===== src/rtl/sobel_pkg.sv =====
// Shared types, widths and helpers for the Sobel edge unit.
// Gradients are signed 11-bit, magnitudes unsigned 11-bit; counters cover a 640x480 frame.
package sobel_pkg;
  typedef enum logic [1:0] {IDLE, RUN, DRAIN, DONE} state_t;

  localparam int DEF_OUT_COLS = 638;
  localparam int DEF_OUT_ROWS = 478;
  localparam int PIX_W        = 8;
  localparam int GRAD_W       = 11;
  localparam int MAG_W        = 11;
  localparam int CNT_W        = 19;
  localparam int STAGES       = 3;

  // |g| always fits in MAG_W because |g| <= 1020.
  function automatic logic [MAG_W-1:0] abs_grad(input logic signed [GRAD_W-1:0] g);
    return g[GRAD_W-1] ? MAG_W'(-g) : MAG_W'(g);
  endfunction
endpackage


===== src/rtl/sobel_edge_unit_if.sv =====
// Window-in / edge-bit-out handshake bundle of the Sobel edge unit.
interface sobel_edge_unit_if;
  import sobel_pkg::*;

  logic                 frame_start;
  logic                 win_valid;
  logic [9*PIX_W-1:0]   win;
  logic [MAG_W-1:0]     threshold;
  logic                 out_full;
  logic                 win_ready;
  logic                 edge_pixel;
  logic                 out_en;
  logic                 img_done;
  logic                 busy;

  modport master (
    output frame_start, win_valid, win, threshold, out_full,
    input  win_ready, edge_pixel, out_en, img_done, busy
  );
  modport slave (
    input  frame_start, win_valid, win, threshold, out_full,
    output win_ready, edge_pixel, out_en, img_done, busy
  );
endinterface


===== src/rtl/sobel_gradient.sv =====
// Combinational Sobel Gx/Gy from a row-major 3x3 window of unsigned pixels.
module sobel_gradient
  import sobel_pkg::*;
(
    input  logic [9*PIX_W-1:0]        win,
    output logic signed [GRAD_W-1:0]  gx,
    output logic signed [GRAD_W-1:0]  gy
);
    logic [GRAD_W-1:0] p [9];

    always_comb begin
        for (int i = 0; i < 9; i++) p[i] = GRAD_W'(win[i*PIX_W +: PIX_W]);
    end

    // Each weighted column/row sum is at most 1020, so the difference fits signed 11-bit.
    assign gx = $signed((p[2] + (p[5] << 1) + p[8]) - (p[0] + (p[3] << 1) + p[6]));
    assign gy = $signed((p[6] + (p[7] << 1) + p[8]) - (p[0] + (p[1] << 1) + p[2]));
endmodule


===== src/rtl/sobel_edge_unit.sv =====
// Three-stage Sobel edge detector with frame accounting and a global stall from out_full.
// Stage 1: gradients, stage 2: |Gx|+|Gy|, stage 3: threshold compare.
module sobel_edge_unit
  import sobel_pkg::*;
#(
    parameter int OUT_COLS = DEF_OUT_COLS,
    parameter int OUT_ROWS = DEF_OUT_ROWS
)(
    input  logic              clk,
    input  logic              n_rst,
    sobel_edge_unit_if.slave  bus
);
    localparam logic [CNT_W-1:0] TOTAL = CNT_W'(OUT_COLS * OUT_ROWS);

    state_t                    state;
    logic [CNT_W-1:0]          in_cnt, out_cnt;
    logic                      done_q, busy_q;
    logic [STAGES:1]           vld_pipe;
    logic signed [GRAD_W-1:0]  gx, gy, s1_gx, s1_gy;
    logic [MAG_W-1:0]          s1_thr, s2_thr, s2_mag;
    logic                      s3_edge;
    logic                      accept, advance;

    sobel_gradient u_grad (.win(bus.win), .gx(gx), .gy(gy));

    assign advance        = !bus.out_full;
    assign bus.win_ready  = (state == RUN) && !bus.out_full && (in_cnt < TOTAL);
    assign accept         = bus.win_valid && bus.win_ready;
    assign bus.out_en     = vld_pipe[STAGES] && !bus.out_full;
    assign bus.edge_pixel = s3_edge;
    assign bus.img_done   = done_q;
    assign bus.busy       = busy_q;

    always_ff @(posedge clk or negedge n_rst) begin
        if (!n_rst) begin
            state   <= IDLE;
            in_cnt  <= '0;
            out_cnt <= '0;
            done_q  <= 1'b0;
            busy_q  <= 1'b0;
        end else begin
            if (bus.out_en) out_cnt <= out_cnt + CNT_W'(1);
            case (state)
                IDLE, DONE: if (bus.frame_start) begin
                    state   <= RUN;
                    in_cnt  <= '0;
                    out_cnt <= '0;
                    done_q  <= 1'b0;
                    busy_q  <= 1'b1;
                end
                RUN: if (accept) begin
                    in_cnt <= in_cnt + CNT_W'(1);
                    if (in_cnt + CNT_W'(1) == TOTAL) state <= DRAIN;
                end
                DRAIN: if (bus.out_en && (out_cnt + CNT_W'(1) == TOTAL)) begin
                    state  <= DONE;
                    done_q <= 1'b1;
                    busy_q <= 1'b0;
                end
                default: state <= IDLE;
            endcase
        end
    end

    // Whole pipeline freezes while out_full is high; stage 3 is forced to 0 when its slot is empty.
    always_ff @(posedge clk or negedge n_rst) begin
        if (!n_rst) begin
            vld_pipe <= '0;
            s1_gx    <= '0;
            s1_gy    <= '0;
            s1_thr   <= '0;
            s2_mag   <= '0;
            s2_thr   <= '0;
            s3_edge  <= 1'b0;
        end else if (advance) begin
            vld_pipe <= {vld_pipe[STAGES-1:1], accept};
            s1_gx    <= gx;
            s1_gy    <= gy;
            s1_thr   <= bus.threshold;
            s2_mag   <= abs_grad(s1_gx) + abs_grad(s1_gy);
            s2_thr   <= s1_thr;
            s3_edge  <= vld_pipe[2] && (s2_mag > s2_thr);
        end
    end
endmodule


===== src/flat_wrapper.sv =====
// flat-port wrapper written by rule: the top's interface ports become plain ports
module sobel_edge_unit_flat import sobel_pkg::*;
#(
    parameter int OUT_COLS = DEF_OUT_COLS,
    parameter int OUT_ROWS = DEF_OUT_ROWS
)
  (clk, n_rst, bus_frame_start, bus_win_valid, bus_win, bus_threshold, bus_out_full, bus_win_ready, bus_edge_pixel, bus_out_en, bus_img_done, bus_busy);
  sobel_edge_unit_if bus_i ();
  input  logic clk;
  input  logic n_rst;
  input wire logic [$bits(bus_i.frame_start)-1:0] bus_frame_start;
  input wire logic [$bits(bus_i.win_valid)-1:0] bus_win_valid;
  input wire logic [$bits(bus_i.win)-1:0] bus_win;
  input wire logic [$bits(bus_i.threshold)-1:0] bus_threshold;
  input wire logic [$bits(bus_i.out_full)-1:0] bus_out_full;
  output wire logic [$bits(bus_i.win_ready)-1:0] bus_win_ready;
  output wire logic [$bits(bus_i.edge_pixel)-1:0] bus_edge_pixel;
  output wire logic [$bits(bus_i.out_en)-1:0] bus_out_en;
  output wire logic [$bits(bus_i.img_done)-1:0] bus_img_done;
  output wire logic [$bits(bus_i.busy)-1:0] bus_busy;
  assign bus_i.frame_start = bus_frame_start;
  assign bus_i.win_valid = bus_win_valid;
  assign bus_i.win = bus_win;
  assign bus_i.threshold = bus_threshold;
  assign bus_i.out_full = bus_out_full;
  assign bus_win_ready = bus_i.win_ready;
  assign bus_edge_pixel = bus_i.edge_pixel;
  assign bus_out_en = bus_i.out_en;
  assign bus_img_done = bus_i.img_done;
  assign bus_busy = bus_i.busy;
  sobel_edge_unit #(.OUT_COLS(OUT_COLS), .OUT_ROWS(OUT_ROWS)) u_core (.clk(clk), .n_rst(n_rst), .bus(bus_i));
endmodule

===== config.mk =====
export PLATFORM = sky130hd
export DESIGN_NAME = sobel_edge_unit_flat
export DESIGN_NICKNAME = d
export VERILOG_FILES = /design/src/rtl/sobel_pkg.sv /design/src/rtl/sobel_edge_unit_if.sv /design/src/rtl/sobel_gradient.sv /design/src/rtl/sobel_edge_unit.sv /design/src/flat_wrapper.sv
export SDC_FILE = /design/constraint.sdc
export NUM_CORES = 1
export LEC_CHECK = 0
export CORE_UTILIZATION = 40
export DETAILED_ROUTE_END_ITERATION = 6
export SYNTH_ARGS = -nofsm -noshare
export SYNTH_HDL_FRONTEND = slang
export SYNTH_SLANG_ARGS = --single-unit
export TNS_END_PERCENT = 5

===== constraint.sdc =====
create_clock -name clk -period 6.6 [get_ports clk]
set_input_delay 1.32 -clock clk [delete_from_list [all_inputs] [get_ports clk]]
set_output_delay 1.32 -clock clk [all_outputs]
set_load 0.03 [all_outputs]

### Word-level counts from Yosys, hierarchy flattened

Index checks and enable logic that the tools add are counted.
Widths: inputs -> output; s select.

* muxes and demuxes: 19
* add/subtract/negate cells: 15
* eq/ne operators: 9
* order comparisons: 2
* reductions and logical operators: 14

Operator list (number)
* $mux 19: 5
* $add 8x9->10: 4
* $add 19x1->19 const B: 2
* $eq 19x19->1 const B: 2
* $pmux 19 s2: 1
* $add 10x8->11: 3
* $mux 11: 2
* $neg 11->11: 2
* $sub 11x11->11: 2
* $lt 19x19->1 const B: 1
* $add 11x11->11: 1
* $add 11x8->11: 1
* $gt 11x11->1: 1
* $mux 2: 4
* $logic_and 1x1->1: 6
* $pmux 2 s3: 1
* $reduce_and 3->1: 2
* $eq 2x2->1 const B: 2
* $mux 1: 4
* $ne 2x1->1 const B: 2
* $ne 2x2->1 const B: 2
* $pmux 1 s2: 2
* $reduce_and 4->1: 1
* $reduce_bool 2->1: 2
* 4 further kinds: 4

* output and inout bits: 5
* bits of input ports: 88
* bits in registers: 101

### Depth between registers and ports, before layout

* word-level depth: 6
* mapped depth: 20
* mapped depth without buffers: 20

### Hierarchy

Synthesis repeated with hierarchy kept, for this count alone.

* cell total of the unflattened synthesis: 895
* area total of the unflattened synthesis: 8490.6 um^2

Modules (own cells, without submodules)
* sobel_edge_unit: area each 6077.1 um^2, sequential area each 2527.4 um^2, cells an instance 621, instances 1
* sobel_gradient: area each 2413.6 um^2, sequential area each 0.0 um^2, cells an instance 274, instances 1

### Worst setup path after synthesis

No wires, ideal clock.

* path type: in2reg
* from: input port bus_win[1]
* to: register u_core.s1_gy[9]
* path slack: 1.289 ns
* stages: 18
* data arrival time: 5.242 ns
* path through: ha_1 -> inv_1 -> fa_1 -> inv_1 -> a21oi_1 -> o21ai_0 -> xnor2_1 -> fa_1 -> fa_1 -> inv_1 -> fa_1 -> inv_1 -> ha_1 -> a21boi_0 -> o21ai_0 -> a21boi_0 -> or4_1 -> nand3_1

* word-level cells in the longest chain between the ends: 3

RTL lines
* start, declared: RTL line flat_wrapper.sv:13 `input wire logic [$bits(bus_i.win)-1:0] bus_win;`
* $add 8x9->10: RTL line sobel_gradient.sv:17 `assign gy = $signed((p[6] + (p[7] << 1) + p[8]) - (p[0] + (p[1] << 1) + p[2]));`
* $add 11x8->11: RTL line sobel_gradient.sv:17
* $sub 11x11->11: RTL line sobel_gradient.sv:17
* end signal, assigned: RTL line sobel_edge_unit.sv:78 `s1_gy <= gy;`
* end, declared: RTL line sobel_edge_unit.sv:19 `logic signed [GRAD_W-1:0] gx, gy, s1_gx, s1_gy;`

Every way passes these cells.
A chain may end at the register's enable or synchronous reset.

### Worst setup path after layout

Ends and elaborated chain as after synthesis.

==> reports/metrics.csv <==
stage,metric,value,unit
drt,Avg WL per Cell,13.6,um
placement,placed cell count,1229,
drt,Post-DRT Antenna Nets,0,
synthesis,syn_nets,1112,
sta,crit share post-route,88.4,%
setup_path,Worst Path Max Fanout,4,
power_and_ir_drop,NetSw,1.60,mW
die,die area,0.0216,mm2
power_and_ir_drop,LEAKAGE,4.39,nW
global_routing,GRT Total Usage,17.0,%
clocking,clk_lat worst skew,0.35,ns
synthesis,post-synth top area cell,dfrtp_1,
power_and_ir_drop,internal power,2.13,mW
layout,Area growth syn-to-layout,16.3,%
placement,RePlAce Congestion,0.852,
sta,Final min period,5.83,ns
placement,PortBufs,84,
synthesis,Synth top area share,30.1,%
clocking,H-tree levels,3,
clocking,Post-CTS Resized,0,
sta,Pins Over Slew Limit,0,
power_and_ir_drop,sequential fraction of design power,25.0,%
clocking,count of hold-fix buffers inserted at cts,0,
global_routing,largest net degree at the start of global routing,93,
setup_path,CP required,6.89,ns
min_path,Worst Hold Class,register to register,
setup_path,crit path capture type,register,
layout,final non-filler cell total,1244,
die,Core ar.,0.0204,mm2
setup_path,Worst Path Arrival,6.12,ns
setup_path,Startpoint Class,primary input,
clocking,Max clock buf depth,2,
synthesis,library cells used by synthesis,66,
drt,detailed router's first-iteration violation count,236,
global_routing,first-pass GRT wire length,30.0,mm
setup_path,kind of critical path,primary input to register,
power_and_ir_drop,combinational power share,60.6,%
power_and_ir_drop,Switching Fraction,43.0,%
die,Starting Density,41.2,%
power_and_ir_drop,power consumption,3.73,mW
sta,slew margin rel.,36.3,%
drt,vias per inst,5.10,
sta,Fin Setup TNS,0,ns
layout,n_diodes,0,
layout,"leading cell type in the layout, fill and taps excluded",inv_1,
placement,hpwl dp,13.0,mm
global_routing,grt total ovfl,0,
global_routing,vias in the first global route,6351,
layout,"commonest cells after routing, fill and taps aside","inv_1 (122), dfrtp_1 (101), nand2_1 (83)",
synthesis,async set-reset flop share out of synthesis,100,%
clocking,cts bufs inserted,9,
power_and_ir_drop,pwr dens,382,mW/mm2
sta,Setup-failing EPs final,0,
run_status,status,completed,
layout,layout cell share with drive strength beyond 1,6.06,%
sta,Final Skew,0.00764,ns
die,Die X,147,um
clocking,clk sink count,101,
synthesis,Post-synth top flop,dfrtp_1,
drt,drt first pass iters,5,
sta,worst slew pin tran,0.955,ns
synthesis,Post-Syn Instances,904,
synthesis,largest cells by area after synthesis,"dfrtp_1 (30%), fa_1 (13%), ha_1 (9.5%), inv_1 (5.5%), mux2_2 (4.2%)",
synthesis,syn_area_per_cell,9.28,um2
synthesis,"flops & latches, synth",101,
die,FP Rows,52,
layout,Layout Nets,1178,
sta,maximum clock rate,171,MHz
synthesis,Synthesis Warnings,0,
drt,WL final,16.9,mm
synthesis,synthesized area,0.00839,mm2
drt,DRC violations left,0,
drt,Via Count,6344,
global_routing,antenna violations before repair,0,
synthesis,Post-synth EDFFs,0,
run,Max-Cap Viols,0,
layout,layout filler cell count,1936,
clocking,CTS root buf,clkbuf_16,
synthesis,"Seq/Total Area, Yosys",30.1,%
clocking,postcts setup bufs,0,
sta,Fin. Hold Viols,0,
die,DIE HEIGHT,147,um
power_and_ir_drop,VDD IR max,0.233,mV
clocking,CTS tree,built,
sta,RSZ-0062 raised after global routing,false,
die,io pins,93,
power_and_ir_drop,Clock power frac,14.5,%
layout,utilization after layout,47.9,%
clocking,clk slew on worst S/H paths,0.07,ns
==> area by class of cell <==
cell class,instances,area [um2],share of cell area [%]
clock inverters,3,43.8,0.449
clock buffers,12,256,2.63
inverters,123,462,4.73
repair buffers,88,866,8.87
multi-input cells,647,5260,53.9
well taps,270,338,3.46
flip-flops and latches,101,2530,25.9
==> state kept, by name, indices dropped and copies added, names as in the netlist, 2 cells and up <==
signal	count
u_core.in_cnt	19
u_core.out_cnt	19
u_core.s1_gx	11
u_core.s1_gy	11
u_core.s1_thr	11
u_core.s2_mag	11
u_core.s2_thr	11
u_core.vld_pipe	3
u_core.state	2
==> critical path: stages <==
cell	delay, ns
clkdlybuf4s50_1	0.48
ha_1	0.20
inv_1	0.07
fa_1	0.40
inv_1	0.07
a21oi_1	0.06
o21ai_0	0.29
xnor2_1	0.18
fa_1	0.46
fa_1	0.51
inv_1	0.05
fa_1	0.49
inv_1	0.04
ha_1	0.33
a21boi_0	0.16
o21ai_0	0.24
a21boi_0	0.19
or4_1	0.49
nand3_1	0.09
==> power groups by stage <==
| stage | clock network, mW | logic, mW | registers (mW) |
|---|---|---|---|
| floorplan | 0 | 1.79 | 0.887 |
| global placement | 0 | 2.24 | 0.939 |
| detailed placement | 0 | 2.27 | 0.940 |
| CTS | 0.557 | 2.28 | 0.931 |
| global route | 0.589 | 2.59 | 0.958 |
| finish | 0.539 | 2.26 | 0.930 |
==> metal layers <==
metal / routed length [um] / share of wire, % / track usage (%) / up-vias
li1: - / - / - / 3211
met1: 8150 / 48 / 23.1 / 3045
met2: 8110 / 48 / 28.3 / 80
met3: 565 / 3.3 / 3.23 / 8
met4: 114 / 0.67 / 2.81 / 0
met5: 0 / 0 / 0 / -
==> worst paths after layout <==
path	from	to	slack, ns	cells after the start
max in group asynchronous	n_rst	u_core.s1_gx[7]	4.47	2
min in group asynchronous	n_rst	u_core.s1_thr[4]	0.90	1
max reg2reg	u_core.in_cnt[7]	u_core.state[0]	3.52	7
min reg2reg	u_core.vld_pipe[1]	u_core.vld_pipe[1]	0.49	1
min	u_core.vld_pipe[1]	u_core.vld_pipe[1]	0.49	1
max	bus_win[1]	u_core.s1_gy[9]	0.77	19
==> synthesized netlist by cell type (all sizes together), types with 10 or more instances <==
library cell  instances
ha                   64
fa                   56
nor2b                10
nand2b               10
o21ai                53
dfrtp               101
nor2                 56
a21oi                29
nand2                83
mux2                 31
o31ai                25
clkbuf               24
xnor2                36
nor3                 14
nand4                16
inv                 122
nand3                18
a21o                 18
xor2                 23
==> cells by family (layout without fill, tap and decap cells) <==
group,Yosys count,in the layout,synth area share (%)
flops,101,101,30.1
fa+ha+maj,120,120,22.9
compound gates,179,179,14.1
xor+xnor,59,59,6.16
buf+inv,156,226,7.12
mux,33,33,4.40
simple gates,256,256,15.2
==> stage by stage <==
step           area, um2  hold slack, ns  setup slack (ns)
2_1_floorplan       8390           0.449              1.29
3_3_place_gp        9460           0.463             0.437
3_5_place_dp        9460           0.466             0.415
4_1_cts             9760           0.488             0.772
5_1_grt             9760           0.515             0.427
6_report            9760           0.485             0.766
Note: power is estimated with default switching activity, not from simulation.
